### src/rtl/muldiv_unit.sv
// Iterative RV32M multiply/divide unit: 32 shift-add or restoring shift-subtract
// iterations plus one sign fix-up cycle, one operation in flight.
module muldiv_unit #(
  parameter int WORDSIZE = 32,
  parameter int ADDRSIZE = 5
) (
  input  logic                clk,
  input  logic                reset,
  input  logic                start,
  input  logic [2:0]          funct3,
  input  logic [WORDSIZE-1:0] rs1Data,
  input  logic [WORDSIZE-1:0] rs2Data,
  input  logic [ADDRSIZE-1:0] rdAddr,
  output logic                busy,
  output logic                done,
  output logic [WORDSIZE-1:0] writeData,
  output logic [ADDRSIZE-1:0] writeReg,
  output logic                regWrite
);

  localparam int CW = $clog2(WORDSIZE);

  typedef enum logic [1:0] {IDLE, CALC, FIX} state_t;

  state_t                state, stateNext;
  logic [CW-1:0]         counter;
  logic [2:0]            opSel;
  logic [ADDRSIZE-1:0]   rdLatch;
  logic [WORDSIZE-1:0]   opA, opB, accHi, accLo;
  logic                  negRes, negRem, divZero;

  logic                  signed1, signed2, neg1, neg2;
  logic [WORDSIZE-1:0]   mag1, mag2;
  logic [WORDSIZE:0]     mulSum, divShift;
  logic                  divFits;
  logic [WORDSIZE-1:0]   divDiff;
  logic [2*WORDSIZE-1:0] prodMag, prodFix;
  logic [WORDSIZE-1:0]   quoFix, remFix, result;

  // Operand magnitudes and signs, captured only on the accepting edge.
  always_comb begin
    signed1 = (funct3 == 3'd1) || (funct3 == 3'd2) || (funct3 == 3'd4) || (funct3 == 3'd6);
    signed2 = (funct3 == 3'd1) || (funct3 == 3'd4) || (funct3 == 3'd6);
    neg1    = signed1 && rs1Data[WORDSIZE-1];
    neg2    = signed2 && rs2Data[WORDSIZE-1];
    mag1    = neg1 ? -rs1Data : rs1Data;
    mag2    = neg2 ? -rs2Data : rs2Data;
  end

  // Multiply: {accHi,accLo} is the product register with the multiplier in accLo.
  // Divide: accHi is the partial remainder, accLo shifts dividend out and quotient in.
  always_comb begin
    mulSum   = {1'b0, accHi} + (accLo[0] ? {1'b0, opA} : '0);
    divShift = {accHi, accLo[WORDSIZE-1]};
    divFits  = divShift >= {1'b0, opB};
    divDiff  = divShift[WORDSIZE-1:0] - opB;
  end

  always_comb begin
    prodMag = {accHi, accLo};
    prodFix = negRes ? -prodMag : prodMag;
    // A zero divisor yields all-ones regardless of operand signs.
    quoFix  = divZero ? '1 : (negRes ? -accLo : accLo);
    remFix  = negRem ? -accHi : accHi;
    case (opSel)
      3'd0:                result = prodFix[WORDSIZE-1:0];
      3'd1, 3'd2, 3'd3:    result = prodFix[2*WORDSIZE-1:WORDSIZE];
      3'd4, 3'd5:          result = quoFix;
      default:             result = remFix;
    endcase
  end

  always_comb begin
    stateNext = state;
    case (state)
      IDLE:    if (start) stateNext = CALC;
      CALC:    if (counter == CW'(WORDSIZE - 1)) stateNext = FIX;
      FIX:     stateNext = IDLE;
      default: stateNext = IDLE;
    endcase
  end

  assign busy = (state != IDLE);

  always_ff @(posedge clk) begin
    if (!reset) state <= IDLE;
    else        state <= stateNext;
  end

  always_ff @(posedge clk) begin
    if (!reset) begin
      counter   <= '0;
      opSel     <= '0;
      rdLatch   <= '0;
      opA       <= '0;
      opB       <= '0;
      accHi     <= '0;
      accLo     <= '0;
      negRes    <= 1'b0;
      negRem    <= 1'b0;
      divZero   <= 1'b0;
      done      <= 1'b0;
      regWrite  <= 1'b0;
      writeData <= '0;
      writeReg  <= '0;
    end else begin
      done     <= 1'b0;
      regWrite <= 1'b0;
      case (state)
        IDLE: if (start) begin
          opSel   <= funct3;
          rdLatch <= rdAddr;
          opA     <= mag1;
          opB     <= mag2;
          accHi   <= '0;
          accLo   <= funct3[2] ? mag1 : mag2;
          negRes  <= neg1 ^ neg2;
          negRem  <= neg1;
          divZero <= (rs2Data == '0);
          counter <= '0;
        end
        CALC: begin
          counter <= counter + CW'(1);
          if (opSel[2]) begin
            accHi <= divFits ? divDiff : divShift[WORDSIZE-1:0];
            accLo <= {accLo[WORDSIZE-2:0], divFits};
          end else begin
            accHi <= mulSum[WORDSIZE:1];
            accLo <= {mulSum[0], accLo[WORDSIZE-1:1]};
          end
        end
        FIX: begin
          writeData <= result;
          writeReg  <= rdLatch;
          done      <= 1'b1;
          regWrite  <= (rdLatch != '0);
        end
        default: ;
      endcase
    end
  end

endmodule

### config.mk
export PLATFORM = sky130hd
export DESIGN_NAME = muldiv_unit
export DESIGN_NICKNAME = d
export VERILOG_FILES = /design/src/rtl/muldiv_unit.sv
export SDC_FILE = /design/constraint.sdc
export NUM_CORES = 1
export LEC_CHECK = 0
export BUFFER_PORTS_ARGS = -buffer_cell sky130_fd_sc_hd__buf_4
export CORE_ASPECT_RATIO = 0.8
export CORE_MARGIN = 8
export CORE_UTILIZATION = 48
export CTS_CLUSTER_SIZE = 28
export DETAILED_ROUTE_END_ITERATION = 10
export GPL_ROUTABILITY_DRIVEN = 0
export PLACE_DENSITY = 0.69
export SETUP_SLACK_MARGIN = 0.05
export SYNTH_ARGS = -nofsm -noshare
export SYNTH_HDL_FRONTEND = slang
export SYNTH_SLANG_ARGS = --single-unit
### constraint.sdc
create_clock -name clk -period 4.78 [get_ports clk]
set_clock_uncertainty 0.05 [all_clocks]
set_input_delay 0.717 -clock clk [delete_from_list [all_inputs] [get_ports clk]]
set_output_delay 0.717 -clock clk [all_outputs]
set_load 0.05 [all_outputs]
# Word-level counts from Yosys, hierarchy flattened
# Cells that the tools add are included.
[op_classes]
add_sub_neg = 8
n_lt_le_gt_ge = 1
eq_ne = 14
mux = 22
bitwise_logic = 1
n_reduce_logical = 19
[ops]
columns = ["cell", "n"]
rows = [
  ["32-bit two-way mux", 12],
  ["32-bit negator", 4],
  ["32-bit case mux with 2 select lines", 2],
  ["32-bit case mux with 3 select lines", 1],
  ["64-bit two-way mux", 1],
  ["64-bit negator", 1],
  ["32-bit by 32-bit adder with 33-bit output", 1],
  ["33-bit by 32-bit >= comparator with 1-bit output", 1],
  ["32-bit logical NOT", 1],
  ["32-bit subtractor", 1],
  ["3-bit equality test (second input constant)", 4],
  ["5-bit case mux with 2 select lines", 1],
  ["3-bit by 2-bit equality test with 1-bit output (second input constant)", 3],
  ["2-bit AND reduction", 4],
  ["3-bit by 1-bit equality test with 1-bit output (second input constant)", 2],
  ["5-bit by 1-bit adder with 5-bit output (second input constant)", 1],
  ["5-bit equality test (second input constant)", 1],
  ["1-bit logical OR", 5],
  ["5-bit two-way mux", 1],
  ["5-bit nonzero test", 1],
  ["2-bit two-way mux", 2],
  ["2-bit inequality test (second input constant)", 2],
  ["2-bit case mux with 2 select lines", 1],
  ["2-bit nonzero test", 2],
  ["other kinds (9)", 10],
]
[totals]
register_bits = 185
inputBits = 75
elab_cells = 80

# Longest topological paths before layout
[depth]
ltp_word = 9
depth_mapped = 15
ltp_nobuf = 13

# Worst setup path before layout
# OpenSTA, ideal clock, no wires.
[synth_timing]
path_type = "reg-to-reg"
start = "register accLo[0]"
end = "register accHi[25]"
t_arrival_ns = 3.286
required_ns = 4.611
slack_ns = 1.325
path_stages_with_launch = 15
n_path_buf = 3
path_cell_list = "dfxtp_1 clkbuf_1 clkbuf_1 and2_1 ha_1 clkbuf_1 a21oi_1 o211ai_1 a31o_2 a2111oi_1 a21oi_1 or3_1 a32o_1 o21ai_0 nand2_1"
[synth_via]
elab_chain_cells = 4
[synth_lines]
columns = ["item", "line_no", "text"]
rows = [
  ["from (decl)", "29", "logic [WORDSIZE-1:0] opA, opB, accHi, accLo;"],
  ["from (signal assigned)", "116", "accLo <= funct3[2] ? mag1 : mag2;"],
  ["from (signal assigned)", "126", "accLo <= {accLo[WORDSIZE-2:0], divFits};"],
  ["from (signal assigned)", "129", "accLo <= {mulSum[0], accLo[WORDSIZE-1:1]};"],
  ["32-bit two-way mux", "53", "mulSum = {1'b0, accHi} + (accLo[0] ? {1'b0, opA} : '0);"],
  ["32-bit by 32-bit adder with 33-bit output", "53", ""],
  ["32-bit two-way mux", "124", "if (opSel[2]) begin"],
  ["32-bit case mux with 2 select lines", "109", "case (state)"],
  ["to (signal assigned)", "125", "accHi <= divFits ? divDiff : divShift[WORDSIZE-1:0];"],
  ["to (signal assigned)", "128", "accHi <= mulSum[WORDSIZE:1];"],
  ["to (decl)", "29", ""],
]
# Every way passes these cells.
# A chain may end at the register's enable or synchronous reset.

# Worst setup path after layout
[layout_timing]
start = "register accLo[0]"
end = "register accHi[30]"
# The elaborated chain is that of the path after synthesis.

==> metrics.md <==
| Metric | Value |
|---|---|
| Largest net degree at the start of global routing | 74 |
| Met2 Use GR | 41.1% |
| Vias in the first global route | 14.5k |
| PwrDens | 270 nW/um^2 |
| Unrepaired setup endpoints after global routing | false |
| CTS clk-pin slew, worst paths | 0.08 ns |
| HP Class | reg2reg |
| Delay of the slowest critical-path stage | 0.70 ns |
| FF+latch count, synth | 185 |
| Multiplexer share of the synthesized area | 3.47% |
| Synth Area in Adders | under 10% |
| Final Cycle Share | ~85% |
| Post-synth ARST share | 0% |
| Final hold slack | 0.386 ns |
| Top cells by area in the synthesized netlist | dfxtp_1 (24%), nand2_1 (7.1%), xor2_1 (5.9%) |
| Yosys top cell area share | 24.2% |
| Post-detail-place hpwl | 43.1 mm |
| Top-count cell post-synth | nand2_1 |
| P_leak | 7.35 nW |
| Simple-Gate Fraction of Synth Area | 23.1% |
| P&R area growth vs syn | 10.6% |
| Dpl cell area | between 15000 and 20000 sq um |
| Die Ht | around 180 microns |
| IO Count | 115 |
| Cts hold-fix bufs | 0 |
| Final WL | 56.5 mm |
| Most used DFF post-synth | dfxtp_1 |
| Layout cells sized above 1 | 10.2% |
| Root buffer cell | clkbuf_16 |
| Seq/Total Area, Yosys | 24.2% |
| Cell taking the most area after synthesis | dfxtp_1 |
| GR peak layer | met2 |
| Starting Density | 48.7% |
| # nets final | 2218 |
| Tmin final | 4.06 ns |
| Number of setup violations in the final report | 0 |
| Post-synth top cells | nand2_1 (291), dfxtp_1 (185), o21ai_0 (164) |
| Clk buf depth | 2 |
| Crit-path leading delay family | compound AO/OA/AOI/OAI gates |
| Largest family of logic cells by synthesized area | compound AO/OA/AOI/OAI gates |
| Yosys cell types | between 70 and 80 |
| Final core utilization | 53.9% |
| Slowest stage cell, crit path | a211oi_1 |
| Status | complete, no violations |
| Warnings, synthesis | 0 |
| Pre-CTS setup slack | 0.977 ns |
| Crit path arrival time | around 4.3 ns |
| # port buffers | about 110 |
| Startpoint types | flop |
| # H-tree levels | 4 |
| Fin. max-slew vios | 0 |
| Crit path required time | 5.06 ns |
| Worst path cell trace | buf_4 > and2_1 > ha_1 > a21o_1 > a31o_2 > a211oi_1 > o31a_1 > o21ai_0 > a31oi_1 > mux2i_1 > o211ai_1 |
| Post-Synth XOR/XNOR Area | 11.2% |
| Slew HR | 23.1% |
| Core area | 31400 sq um |
| Post-synth EDFFs | 0 |
| Drt via density | 6.44 |
| Worst slew pin tran | 1.14 ns |
| Fin. Hold Viols | 0 |
| Met1 usage | ~41% |
| Total global-route track usage | 28.7% |
| CP bufs+invs | 1 |
| Max VDD drop | approximately 0.00027 V |
| Met3 Use GR | under 10% |
| Row count | between 50 and 60 |
| Compound-cell area share of the yosys netlist | 26.6% |
| Setup ws final | between 0.7 and 0.8 ns |
| Largest fanout on the critical path | 29 |
| PostCTS Resize Cnt | 0 |
| Global route total overflow | 0 |
| Synth Instances | 2064 |
| Num CTS Buffers | 17 |
| DR vias | 16.1k |
| Die width | 216 microns |
| Mapped Area | 15300 sq um |
| DRC Markers | 0 |
| Final instance area | around 17000 sq um |
| CP Class | reg2reg |
| Max-cap violations | 0 |
| Post-CTS Setup Inserts | 0 |
| DR iter-0 viols | 2101 |
| Filler Cell Count | 2980 |
| DRT Pass-1 Iters | 6 |
| Clock insertion delay at the later pin of the skew report | 0.47 ns |
| Sink Count | 185 |
| Synth Area per Inst | roughly 7.4 sq um |
| Peak Freq | 0.246 GHz |
| Final ANT Viol Nets | 0 |
| DR WL/cell | 22.6 microns |
| TNS Setup | 0 ns |
| Post-Syn Nets | 2211 |
| Die area | 37900 sq um |
| Initial antenna violation count | 1 |
| CTS tree | built |
| CP endpoint kind | flop |
| First-pass GRT wire length | between 80 and 90 mm |
cell families after synthesis:
group / Yosys count
and+or+nand+nor: 728
AOI/OAI and AO/OA: 615
buffers and inverters: 218
xor gates and xnor gates: 195
DFF: 185
adders and majority gates: 72
muxes: 51
flip-flops by register name, indices dropped and copies added (netlist names):
register   cells
done           1
opA           32
divZero        1
opB           32
opSel          3
accLo         32
counter        5
regWrite       1
rdLatch        5
writeReg       5
state          2
negRes         1
writeData     32
accHi         32
negRem         1
worst paths after layout:
check	to	from	slack, ns	cells past startpoint
hold reg to reg	writeData[18]	writeData[18]	0.39	2
hold / removal	writeData[18]	writeData[18]	0.39	2
setup / recovery	accHi[30]	accLo[0]	0.72	11
setup reg to reg	accHi[30]	accLo[0]	0.72	11
layout by cell type, fill, tap and decap left out, types with 22 or more instances in the layout:
| cell type | n |
|---|---|
| or3_1 | 25 |
| buf_4 | 141 |
| o211a_1 | 45 |
| nor2_1 | 147 |
| mux2i_1 | 35 |
| a21o_1 | 23 |
| nor3_1 | 35 |
| o21ai_0 | 163 |
| xnor2_1 | 92 |
| a21boi_0 | 28 |
| nand3_1 | 37 |
| a21oi_1 | 138 |
| inv_1 | 63 |
| a31oi_1 | 22 |
| xor2_1 | 103 |
| dfxtp_1 | 183 |
| nand2_1 | 290 |
| o31ai_1 | 33 |
| and3_1 | 27 |
| and2_1 | 45 |
| ha_1 | 70 |
through the flow:
step	power [mW]	instances
after global routing	4.75	2503
after floorplan	2.65	2064
after global placement	3.05	2472
after CTS	4.52	2503
after detailed placement	3.07	2472
final	4.57	2505
layer usage:
layer	vias up	wire length [microns]
li1	7405	-
met1	7638	24800
met2	951	22800
met3	126	7380
met4	0	1550
met5	-	0
worst min-delay path, delay by kind of cell (launching register included):
kind | cells | cell delay [ns]
flip-flops | 1 | 0.31
AND/OR/NAND/NOR | 2 | 0.09
power breakdown:
group	switching (mW)	internal (mW)	leakage [nW]
combinational	0.837	0.491	5.55
sequential	0.136	1.63	1.51
clock	0.720	0.759	0.292
cell type report:
type	instances	area (sq um)	share of cell area, %
inverter	64	240	1.42
timing repair buffer	142	1080	6.37
clock inverter	12	151	0.895
antenna	2	5.00	0.0296
multi-input combinational	1661	10800	63.7
sequential	185	3710	21.9
tap	420	526	3.11
clock buffer	19	443	2.62
Note: power is estimated with default switching activity, not from simulation.
